--- config.mk ---
export PLATFORM = sky130hd
export DESIGN_NAME = gba_bus_ctrl_flat
export DESIGN_NICKNAME = d
export VERILOG_FILES = /design/src/rtl/gba_bus_pkg.sv /design/src/rtl/gba_bus_ctrl_if.sv /design/src/rtl/gba_addr_decode.sv /design/src/rtl/gba_bus_ctrl.sv /design/src/flat_wrapper.sv
export SDC_FILE = /design/constraint.sdc
export NUM_CORES = 1
export LEC_CHECK = 0
export ABC_AREA = 1
export CAP_MARGIN = 0
export CORE_UTILIZATION = 50
export DETAILED_ROUTE_END_ITERATION = 6
export HOLD_SLACK_MARGIN = 0.06
export MAX_ROUTING_LAYER = met4
export PLACE_DENSITY = 0.85
export SETUP_SLACK_MARGIN = 0.05
export SLEW_MARGIN = 30
export SYNTH_ARGS = -nofsm -noshare
export SYNTH_HDL_FRONTEND = slang
export SYNTH_SLANG_ARGS = --single-unit
--- constraint.sdc ---
create_clock -name clk -period 2.8 [get_ports clk]
set_input_delay 0.56 -clock clk [delete_from_list [all_inputs] [get_ports clk]]
set_output_delay 0.56 -clock clk [all_outputs]
set_load 0.01 [all_outputs]
--- src/rtl/gba_bus_pkg.sv ---
// Shared definitions for the GBA memory-side bus controller: region codes,
// access widths, FSM states and small data helpers.
package gba_bus_pkg;

  localparam logic [3:0] REG_BIOS  = 4'h0;
  localparam logic [3:0] REG_EWRAM = 4'h2;
  localparam logic [3:0] REG_IWRAM = 4'h3;
  localparam logic [3:0] REG_IO    = 4'h4;
  localparam logic [3:0] REG_PAL   = 4'h5;
  localparam logic [3:0] REG_VRAM  = 4'h6;
  localparam logic [3:0] REG_OAM   = 4'h7;
  localparam logic [3:0] REG_SRAM  = 4'hE;
  localparam logic [3:0] REG_NONE  = 4'hF;

  localparam logic [1:0] W_BYTE = 2'd0;
  localparam logic [1:0] W_HALF = 2'd1;
  localparam logic [1:0] W_WORD = 2'd2;

  typedef enum logic [1:0] {
    S_IDLE,
    S_WAIT,
    S_ACCESS,
    S_RESP
  } state_t;

  // Width code 3 behaves as a word access.
  function automatic logic [1:0] norm_width(input logic [1:0] w);
    return (w == 2'd3) ? W_WORD : w;
  endfunction

  function automatic logic [31:0] ror32(input logic [31:0] d, input logic [4:0] sh);
    logic [63:0] t;
    t = {d, d} >> sh;
    return t[31:0];
  endfunction

endpackage

--- src/rtl/gba_bus_ctrl_if.sv ---
// CPU request bus and backing-memory port of the GBA bus controller.
interface gba_bus_ctrl_if;
  logic [31:0] cpu_addr;
  logic [31:0] cpu_wdata;
  logic [1:0]  cpu_width;
  logic        cpu_read;
  logic        cpu_write;
  logic [31:0] cpu_rdata;
  logic        mem_ok;
  logic        bus_err;
  logic        ext_req;
  logic        ext_we;
  logic [3:0]  ext_region;
  logic [31:0] ext_addr;
  logic [3:0]  ext_be;
  logic [31:0] ext_wdata;
  logic [31:0] ext_rdata;
  logic        ext_ack;

  modport slave (
    input  cpu_addr, cpu_wdata, cpu_width, cpu_read, cpu_write, ext_rdata, ext_ack,
    output cpu_rdata, mem_ok, bus_err, ext_req, ext_we, ext_region, ext_addr, ext_be, ext_wdata
  );

  modport master (
    output cpu_addr, cpu_wdata, cpu_width, cpu_read, cpu_write, ext_rdata, ext_ack,
    input  cpu_rdata, mem_ok, bus_err, ext_req, ext_we, ext_region, ext_addr, ext_be, ext_wdata
  );
endinterface

--- src/rtl/gba_addr_decode.sv ---
// GBA address map decode: region code, wait states and per-region write rules.
module gba_addr_decode import gba_bus_pkg::*; #(
  parameter int unsigned WS_BIOS  = 0,
  parameter int unsigned WS_EWRAM = 2,
  parameter int unsigned WS_IWRAM = 0,
  parameter int unsigned WS_IO    = 0,
  parameter int unsigned WS_VIDEO = 0,
  parameter int unsigned WS_ROM   = 4,
  parameter int unsigned WS_SRAM  = 4
) (
  input  logic [3:0] addr_hi,
  input  logic [1:0] width,
  input  logic       we,
  output logic [3:0] region,
  output logic [3:0] wait_cnt,
  output logic       write_drop,
  output logic [1:0] eff_width
);

  logic [1:0] nw;
  assign nw = norm_width(width);

  always_comb begin
    region     = addr_hi;
    wait_cnt   = '0;
    write_drop = 1'b0;
    eff_width  = nw;
    case (addr_hi)
      4'h0: begin
        wait_cnt   = 4'(WS_BIOS);
        write_drop = we;
      end
      4'h2: wait_cnt = 4'(WS_EWRAM);
      4'h3: wait_cnt = 4'(WS_IWRAM);
      4'h4: wait_cnt = 4'(WS_IO);
      4'h5, 4'h6: begin
        wait_cnt = 4'(WS_VIDEO);
        // palette/VRAM have no byte strobes: a byte store lands on the whole halfword
        if (we && nw == W_BYTE) eff_width = W_HALF;
      end
      4'h7: begin
        wait_cnt   = 4'(WS_VIDEO);
        write_drop = we && (nw == W_BYTE);
      end
      4'h8, 4'h9, 4'hA, 4'hB, 4'hC, 4'hD: begin
        wait_cnt   = 4'(WS_ROM);
        write_drop = we;
      end
      4'hE: begin
        wait_cnt  = 4'(WS_SRAM);
        eff_width = W_BYTE;
      end
      default: region = REG_NONE;
    endcase
  end

endmodule

--- src/rtl/gba_bus_ctrl.sv ---
// Memory-side responder for the CPU request bus: decodes the GBA map, inserts
// wait states, issues one aligned word access and lane-aligns data both ways.
module gba_bus_ctrl import gba_bus_pkg::*; #(
  parameter int unsigned WS_BIOS  = 0,
  parameter int unsigned WS_EWRAM = 2,
  parameter int unsigned WS_IWRAM = 0,
  parameter int unsigned WS_IO    = 0,
  parameter int unsigned WS_VIDEO = 0,
  parameter int unsigned WS_ROM   = 4,
  parameter int unsigned WS_SRAM  = 4
) (
  input logic          clk,
  input logic          rstn,
  gba_bus_ctrl_if.slave bus
);

  state_t      state_q, state_d;
  logic [3:0]  cnt_q;
  logic [31:0] addr_q, wdata_q, rdata_q;
  logic [1:0]  width_q;
  logic [3:0]  region_q, be_q;
  logic        we_q, drop_q;

  logic        req, we_in, accept;
  logic [3:0]  dec_region, dec_wait;
  logic        dec_drop;
  logic [1:0]  dec_eff, nw;
  logic [3:0]  be_in;
  logic [31:0] wdata_in;
  logic [31:0] lane_src, rd_src, rd_shift, half_src, rd_aligned;
  logic        mem_ok, bus_err, ext_req;

  assign req    = bus.cpu_read | bus.cpu_write;
  assign we_in  = bus.cpu_write & ~bus.cpu_read;
  assign nw     = norm_width(bus.cpu_width);
  assign accept = (state_q == S_IDLE) && req;

  gba_addr_decode #(
    .WS_BIOS (WS_BIOS),  .WS_EWRAM(WS_EWRAM), .WS_IWRAM(WS_IWRAM), .WS_IO(WS_IO),
    .WS_VIDEO(WS_VIDEO), .WS_ROM  (WS_ROM),   .WS_SRAM (WS_SRAM)
  ) u_decode (
    .addr_hi   (bus.cpu_addr[27:24]),
    .width     (bus.cpu_width),
    .we        (we_in),
    .region    (dec_region),
    .wait_cnt  (dec_wait),
    .write_drop(dec_drop),
    .eff_width (dec_eff)
  );

  always_comb begin
    be_in    = 4'b1111;
    wdata_in = bus.cpu_wdata;
    case (dec_eff)
      W_BYTE: begin
        be_in    = 4'b0001 << bus.cpu_addr[1:0];
        wdata_in = {4{bus.cpu_wdata[7:0]}};
      end
      W_HALF: begin
        be_in    = bus.cpu_addr[1] ? 4'b1100 : 4'b0011;
        wdata_in = (nw == W_BYTE) ? {4{bus.cpu_wdata[7:0]}} : {2{bus.cpu_wdata[15:0]}};
      end
      default: ;
    endcase
    if (!we_in || dec_drop) be_in = 4'b0000;
  end

  // SRAM is an 8-bit device: its byte shows up on every lane of a wider read
  always_comb begin
    lane_src = bus.ext_rdata >> {addr_q[1:0], 3'b000};
    rd_src   = (region_q == REG_SRAM) ? {4{lane_src[7:0]}} : bus.ext_rdata;
    rd_shift = rd_src >> {addr_q[1:0], 3'b000};
    half_src = rd_src >> {addr_q[1], 4'b0000};
    case (width_q)
      W_BYTE:  rd_aligned = {24'h0, rd_shift[7:0]};
      W_HALF:  rd_aligned = addr_q[0] ? ror32({16'h0, half_src[15:0]}, 5'd8)
                                      : {16'h0, half_src[15:0]};
      default: rd_aligned = ror32(rd_src, {addr_q[1:0], 3'b000});
    endcase
  end

  always_comb begin
    state_d = state_q;
    mem_ok  = 1'b0;
    bus_err = 1'b0;
    ext_req = 1'b0;
    case (state_q)
      S_IDLE: begin
        if (req) begin
          if (dec_region == REG_NONE) state_d = S_RESP;
          else if (dec_wait != 4'd0)  state_d = S_WAIT;
          else                        state_d = S_ACCESS;
        end
      end
      S_WAIT: if (cnt_q <= 4'd1) state_d = S_ACCESS;
      S_ACCESS: begin
        ext_req = ~drop_q;
        if (drop_q || bus.ext_ack) state_d = S_RESP;
      end
      S_RESP: begin
        mem_ok  = 1'b1;
        bus_err = (region_q == REG_NONE);
        state_d = S_IDLE;
      end
      default: state_d = S_IDLE;
    endcase
  end

  always_ff @(posedge clk or negedge rstn) begin
    if (!rstn) begin
      state_q  <= S_IDLE;
      cnt_q    <= '0;
      addr_q   <= '0;
      wdata_q  <= '0;
      rdata_q  <= '0;
      width_q  <= W_BYTE;
      region_q <= REG_BIOS;
      be_q     <= '0;
      we_q     <= 1'b0;
      drop_q   <= 1'b0;
    end else begin
      state_q <= state_d;
      if (accept) begin
        cnt_q    <= dec_wait;
        addr_q   <= bus.cpu_addr;
        wdata_q  <= wdata_in;
        rdata_q  <= '0;
        width_q  <= nw;
        region_q <= dec_region;
        be_q     <= be_in;
        we_q     <= we_in;
        drop_q   <= dec_drop;
      end else if (state_q == S_WAIT) begin
        cnt_q <= cnt_q - 4'd1;
      end
      if (state_q == S_ACCESS && !drop_q && bus.ext_ack && !we_q) rdata_q <= rd_aligned;
    end
  end

  assign bus.mem_ok     = mem_ok;
  assign bus.bus_err    = bus_err;
  assign bus.ext_req    = ext_req;
  assign bus.ext_we     = we_q;
  assign bus.ext_region = region_q;
  assign bus.ext_addr   = {addr_q[31:2], 2'b00};
  assign bus.ext_be     = be_q;
  assign bus.ext_wdata  = wdata_q;
  assign bus.cpu_rdata  = rdata_q;

endmodule

--- src/flat_wrapper.sv ---
// flat-port wrapper written by rule: the top's interface ports become plain ports
module gba_bus_ctrl_flat import gba_bus_pkg::*;
#(
  parameter int unsigned WS_BIOS  = 0,
  parameter int unsigned WS_EWRAM = 2,
  parameter int unsigned WS_IWRAM = 0,
  parameter int unsigned WS_IO    = 0,
  parameter int unsigned WS_VIDEO = 0,
  parameter int unsigned WS_ROM   = 4,
  parameter int unsigned WS_SRAM  = 4
)
  (clk, rstn, bus_cpu_addr, bus_cpu_wdata, bus_cpu_width, bus_cpu_read, bus_cpu_write, bus_ext_rdata, bus_ext_ack, bus_cpu_rdata, bus_mem_ok, bus_bus_err, bus_ext_req, bus_ext_we, bus_ext_region, bus_ext_addr, bus_ext_be, bus_ext_wdata);
  gba_bus_ctrl_if bus_i ();
  input logic clk;
  input logic rstn;
  input wire logic [$bits(bus_i.cpu_addr)-1:0] bus_cpu_addr;
  input wire logic [$bits(bus_i.cpu_wdata)-1:0] bus_cpu_wdata;
  input wire logic [$bits(bus_i.cpu_width)-1:0] bus_cpu_width;
  input wire logic [$bits(bus_i.cpu_read)-1:0] bus_cpu_read;
  input wire logic [$bits(bus_i.cpu_write)-1:0] bus_cpu_write;
  input wire logic [$bits(bus_i.ext_rdata)-1:0] bus_ext_rdata;
  input wire logic [$bits(bus_i.ext_ack)-1:0] bus_ext_ack;
  output wire logic [$bits(bus_i.cpu_rdata)-1:0] bus_cpu_rdata;
  output wire logic [$bits(bus_i.mem_ok)-1:0] bus_mem_ok;
  output wire logic [$bits(bus_i.bus_err)-1:0] bus_bus_err;
  output wire logic [$bits(bus_i.ext_req)-1:0] bus_ext_req;
  output wire logic [$bits(bus_i.ext_we)-1:0] bus_ext_we;
  output wire logic [$bits(bus_i.ext_region)-1:0] bus_ext_region;
  output wire logic [$bits(bus_i.ext_addr)-1:0] bus_ext_addr;
  output wire logic [$bits(bus_i.ext_be)-1:0] bus_ext_be;
  output wire logic [$bits(bus_i.ext_wdata)-1:0] bus_ext_wdata;
  assign bus_i.cpu_addr = bus_cpu_addr;
  assign bus_i.cpu_wdata = bus_cpu_wdata;
  assign bus_i.cpu_width = bus_cpu_width;
  assign bus_i.cpu_read = bus_cpu_read;
  assign bus_i.cpu_write = bus_cpu_write;
  assign bus_i.ext_rdata = bus_ext_rdata;
  assign bus_i.ext_ack = bus_ext_ack;
  assign bus_cpu_rdata = bus_i.cpu_rdata;
  assign bus_mem_ok = bus_i.mem_ok;
  assign bus_bus_err = bus_i.bus_err;
  assign bus_ext_req = bus_i.ext_req;
  assign bus_ext_we = bus_i.ext_we;
  assign bus_ext_region = bus_i.ext_region;
  assign bus_ext_addr = bus_i.ext_addr;
  assign bus_ext_be = bus_i.ext_be;
  assign bus_ext_wdata = bus_i.ext_wdata;
  gba_bus_ctrl #(.WS_BIOS(WS_BIOS), .WS_EWRAM(WS_EWRAM), .WS_IWRAM(WS_IWRAM), .WS_IO(WS_IO), .WS_VIDEO(WS_VIDEO), .WS_ROM(WS_ROM), .WS_SRAM(WS_SRAM)) u_core (.clk(clk), .rstn(rstn), .bus(bus_i));
endmodule
==> results of run 1 <==
==> power by group <==
part / switching (mW) / internal [mW]
Clock: 0.842 / 1.43
Combinational: 3.36 / 2.57
Sequential: 0.495 / 2.40
Total: 4.69 / 6.40
==> metal layers <==
metal / GRT usage / up-vias / part of all wire
met3: 0.0932 / 80 / 0.086
met5: - / - / 0
li1: - / 3537 / -
met1: 0.365 / 3476 / 0.40
met2: 0.512 / 352 / 0.47
met4: 0.170 / 0 / 0.043
==> worst reg2reg max path, stage by stage (launching register included) <==
cell     delay (ps)
dfrtp_1         390
inv_2           360
buf_4           270
nand2_1          70
nand3_1          70
nand2_1          90
nand2_1         260
nand3_1         110
nand2_1         110
nand2_1          50
nand2_1          80
nand2_1          40
nand3_1         140
nand2_1          70
==> Yosys cell counts, drive strengths merged <==
| cell type | number |
|---|---|
| a21oi | 34 |
| a22o | 8 |
| a22oi | 1 |
| a32oi | 1 |
| buf | 67 |
| clkbuf | 24 |
| clkinv | 3 |
| conb | 1 |
| dfrtp | 114 |
| ha | 6 |
| inv | 89 |
| nand2 | 405 |
| nand3 | 151 |
| nand4 | 1 |
| nor2 | 31 |
| nor3 | 4 |
| o211ai | 1 |
| o21ai | 57 |
| o221ai | 2 |
| o22a | 1 |
| o22ai | 16 |
| o31ai | 1 |
| or2 | 1 |
| xnor2 | 1 |
==> final cells by class <==
type,instances,area share
multi-input combinational,724,0.338
sequential,114,0.299
timing repair buffer,230,0.239
clock buffer,18,0.0461
inverter,92,0.0362
tap,176,0.0231
clock inverter,14,0.0188
==> flip-flops by register name, summed over array words and instances, names as in the netlist <==
| signal | flops |
|---|---|
| u_core.addr_q | 32 |
| u_core.bus.cpu_rdata | 32 |
| u_core.bus.ext_be | 4 |
| u_core.bus.ext_region | 4 |
| u_core.bus.ext_wdata | 32 |
| u_core.bus.ext_we | 1 |
| u_core.cnt_q | 4 |
| u_core.drop_q | 1 |
| u_core.state_q | 2 |
| u_core.width_q | 2 |
==> worst max-delay path by stage <==
stage	endpoint	slack [ps]
2_1_floorplan	u_core.bus.cpu_rdata[2]	1090
3_5_place_dp	u_core.bus.ext_wdata[27]	240
6_report	bus_ext_req	330
4_1_cts	bus_ext_req	320
5_1_grt	bus_ext_req	240
3_3_place_gp	u_core.bus.ext_wdata[30]	360
==> per-stage QoR <==
stage | instances | utilization | area, sq um | hold WS [ps]
detailed placement | 1335 | 0.664 | 8900 | 465
global route | 1368 | 0.711 | 9530 | 505
floorplan | 1021 | - | 6950 | 264
finish | 1368 | 0.711 | 9530 | 478
global placement | 1335 | 0.664 | 8900 | 460
CTS | 1368 | 0.711 | 9530 | 481
==> kinds of logic (layout without fill, tap and decap cells) <==
| group | Yosys count | in the layout |
|---|---|---|
| and+or+nand+nor | 593 | 593 |
| buffers and inverters | 183 | 354 |
| AOI/OAI and AO/OA | 122 | 122 |
| DFF | 114 | 114 |
| adders and majority gates | 6 | 6 |
| other | 1 | 2 |
| xor gates and xnor gates | 1 | 1 |
==> impl_metrics.ini, run 1 <==
[clock_network]
numClockSinks = 114
cts_buffers = 17
cts_setup_buffers = 0
tritoncts = done
clk_pin_slew_ps = 60
cts_hold_buf = 1
htree_levels = 4
cts_root_buffer = clkbuf_16
clockBufferDepth = 2
clk_latency_ps = 420
cts.repair.resized = 0

[yosys]
synth_top_family_by_area = simple AND/OR/NAND/NOR gates
seq_area_frac_synth = 0.411
avgSynthCellArea_sq_um = 6.81
synth.distinct_cells = 31
synth-seq-cells = 114
yosysTopAreaCellShare = 0.411
synth_warnings = 0
synth_compound_area_frac = 0.0984
synthAdderAreaFrac = 0.0108
yosysTopAreaCell = dfrtp_1
synthMuxAreaShare = 0
synth-simple-area-share = 0.351
synthXorXnorAreaFrac = 0.00126
synthesis.area_sq_um = 6940
synth_cells = 1020
synthTopCellsByArea = dfrtp_1 41%, nand2_1 22%, nand3_1 11%

[finish]
drive_gt1_frac = 0.0529
layout_commonest_cell = nand2_1
multi_input_area_sq_um = 3220
final_cell_mix = 403 x nand2_1, 207 x clkdlybuf4s50_1, 151 x nand3_1
fillerInstances = 1046
regArea_sq_um = 2850
num_antenna_cells = 0
area_delta_synth_final_pct = 37.2
num-nets-final = 1288

[worst_hold_path]
min_to = u_core.addr_q[31]
min_path_type = reg -> reg
worstHoldStart = u_core.addr_q[31]
hold_path_depth = 2

[setup_path]
critPathMaxStageDelay_ps = 600
cpLargestDelayFamily = buffers and inverters
regToRegSetupSlack_ps = 580
crit_type = reg -> out
cp.arrival_ps = 1910
crit_top_cell = inv_1
end_kind = primary output
critPathBufInv = 3
worstRegToRegCells = 13
path_max_fanout = 3
crit_required_ps = 2240
r2r-start = u_core.addr_q[0]
setup.worst_path.start = u_core.state_q[0]
start_kind = register
timing.critical_path.cells = inv_1, ha_1, inv_1, nor2_1, clkdlybuf4s50_1
cp.depth = 5
r2r_end = u_core.bus.cpu_rdata[25]
crit_path_top_delay_cell = clkdlybuf4s50_1

[global_route]
grt_max_degree = 75
grt_antenna_before_repair = 0
grt_pass1_wl_microns = 34900
grt_pass1_vias = 7291
gr-total-overflow = 0
grtUsageTotal = 0.321

[sta]
timing.fmax_mhz = 406
setup_viol = 0
min_period_over_period = 0.881
relSlewSlack = 0.500
slew_viol_final = 0
hold_viol = 0
fin_ws_ps = 334
tns_ps = 0
worst_pin_slew_ps = 747
finClkSkew_ps = 4.01
rsz0062_at_grt = false
period_needed_ps = 2470

[floorplanning]
die_w_microns = 120
die_h_microns = 120
rows = 42
die_area_sq_um = 14400
coreArea_sq_um = 13400
ioPinCount = 211
start_util = 0.518

[placement]
dp_slack_ps = 242
place_hpwl_microns = 14600
portBuffers = 208
gp_congestion = 0.928

[power]
leakage_nw = 4.75
power_mw = 11.1
power_density_nw_per_um2 = 1160
ir_worst_vdd_uv = 682

[drt]
viasPerCell = 5.44
dr.first_iter.drc_count = 564
routed_wl_microns = 21200
drtAntennaViolNets = 0
wl_per_cell_microns = 15.5
drc = 0
vias = 7445
first_pass_iters = 5

[job]
cap_viol_max_count = 0

[status]
run_status = finished clean
Power figures use the tool's default switching activity.
==> inputs of run 2 (changes only) <==
CTS_BUF_LIST = sky130_fd_sc_hd__clkbuf_2   (was not set)
==> run 2 against run 1 <==
  * Clock power fell by 46%
  * Maximum frequency shrank 0.32%
  * Die area unchanged
  * Critical path type unchanged
  * Largest power group unchanged
==> impl_metrics.ini, run 2 (synthesis results as in run 1) <==
[setup_path]
end_kind = primary output
regToRegSetupSlack_ps = 610
critPathBufInv = 3
path_max_fanout = 3
crit_top_cell = inv_1
timing.critical_path.cells = inv_1, ha_1, inv_1, nor2_1, dlygate4sd2_1
r2r-start = u_core.addr_q[0]
start_kind = register
crit_end = bus_ext_req
cp.arrival_ps = 1910
r2r_end = u_core.bus.cpu_rdata[25]
crit_required_ps = 2240
crit_type = reg -> out
worstRegToRegCells = 13
cpLargestDelayFamily = buffers and inverters
crit_path_top_delay_cell = dfrtp_1
cp.depth = 5
critPathMaxStageDelay_ps = 440
setup.worst_path.start = u_core.state_q[0]

[power]
power.switching_mw = 4.50
pwr-share-clk = 0.122
power_density_nw_per_um2 = 1080
sequentialPowerShare = 0.288
swShare = 0.452
power_mw = 9.95
internal_power_mw = 5.45
leakage_nw = 4.61
ir_worst_vdd_uv = 682
share_comb_of_total_power = 0.589

[clock_network]
numClockSinks = 114
clockBufferDepth = 2
htree_levels = 4
cts_buffers = 17
tritoncts = done
cts_root_buffer = clkbuf_2
clk_latency_ps = 700
clk_pin_slew_ps = 200

[drt]
dr.first_iter.drc_count = 537
vias = 7385
routed_wl_microns = 20400
drc = 0
first_pass_iters = 5
drtAntennaViolNets = 0
viasPerCell = 5.39
wl_per_cell_microns = 14.9

[sta]
worst_pin_slew_ps = 770
hold_slack_ps = 256
finClkSkew_ps = 28.9
hold_viol = 0
timing.fmax_mhz = 404
slew_viol_final = 0
fin_ws_ps = 326
rsz0062_at_grt = false
setup_viol = 0
min_period_over_period = 0.883
period_needed_ps = 2470
tns_ps = 0
relSlewSlack = 0.485

[placement]
dp.cells = 1335
portBuffers = 208
place_hpwl_microns = 14600
gp_congestion = 0.928
dp_slack_ps = 242

[status]
run_status = finished clean

[global_route]
gr-total-overflow = 0
grt_use_met3 = 0.0908
use_met1 = 0.360
grt_max_degree = 75
grtUsageTotal = 0.305
use_met2 = 0.487
grt_antenna_before_repair = 1
grt_pass1_wl_microns = 33400
grt_pass1_vias = 7068
grt-busiest-layer = met2

[finish]
drive_gt1_frac = 0.0520
area_delta_synth_final_pct = 32.2
regArea_sq_um = 2850
multi_input_area_sq_um = 3220
fillerInstances = 1137
fin_cells = 1369
final_cell_mix = 403 x nand2_1, 205 x clkdlybuf4s50_1, 151 x nand3_1
num-nets-final = 1288
layout_commonest_cell = nand2_1

[floorplanning]
rows = 42
ioPinCount = 211
die_w_microns = 120
die_h_microns = 120
coreArea_sq_um = 13400
die_area_sq_um = 14400
start_util = 0.518

[worst_hold_path]
min_path_type = in -> async

[job]
cap_viol_max_count = 0
-- run 2: changes by cell type in the layout (fill, tap and decap cells not counted), moves of 2 or more --
cell and delta:
clkbuf_16 -17, clkbuf_2 +17, clkdlybuf4s50_1 -2, dlygate4sd2_1 +2
-- run 2: per-layer routing --
layer,routed length [microns],up-vias
li1,-,3540
met1,8260,3424
met2,9620,369
met3,1870,52
met4,653,0
met5,0,-
-- run 2: worst min path at each step --
stage / endpoint / start / cells past startpoint / slack, ps
final: u_core.bus.cpu_rdata[22] / rstn / 2 / 260
after floorplan: u_core.addr_q[0] / rstn / 0 / 260
after global placement: u_core.addr_q[22] / u_core.addr_q[22] / 2 / 460
after detailed placement: u_core.addr_q[31] / u_core.addr_q[31] / 2 / 460
after global routing: u_core.bus.cpu_rdata[20] / rstn / 2 / 210
after CTS: u_core.bus.cpu_rdata[20] / rstn / 2 / 220
-- run 2: stage by stage --
step,cell area (sq um),utilization
2_1_floorplan,6950,-
3_3_place_gp,8900,0.664
3_5_place_dp,8900,0.664
4_1_cts,9170,0.685
5_1_grt,9180,0.685
6_report,9180,0.685
-- run 2: worst reg2reg max path, delay by kind of cell (launching register included) --
| family | cells | cell delay [ps] |
|---|---|---|
| buf+inv | 2 | 620 |
| simple gates | 11 | 1080 |
| flops | 1 | 420 |
-- run 2: what timing repair did --
action | CTS | global route
setup endpoints to repair | 2 | 0
hold buffers | 1 | 0
hold endpoints to repair | 64 | 0
gates resized for setup | 2 | 0
buffers inserted | 0 | 0
-- run 2: power by group through the flow --
stage                     combinational, mW  sequential [mW]  clock (mW)
after floorplan                        3.63             3.00           0
after detailed placement               5.86             2.87           0
after CTS                              5.87             2.86        1.24
after global routing                   6.52             2.95        1.32
final                                  5.87             2.87        1.22
after global placement                 5.72             2.88           0
-- run 2: area by class of cell --
type                    instances  share of cell area
clock inverters                15              0.0199
well taps                     176              0.0240
diodes                          1            0.000273
flip-flops and latches        114               0.311
clock buffers                  17             0.00927
repair buffers                230               0.247
multi-input cells             724               0.351
inverters                      92              0.0376
==> inputs of run 3 (changes only) <==
CTS_CLUSTER_DIAMETER = 100   (was not set)
==> results of run 3 <==
Same layout as run 2: the final DEF is identical, and so are final timing and power.
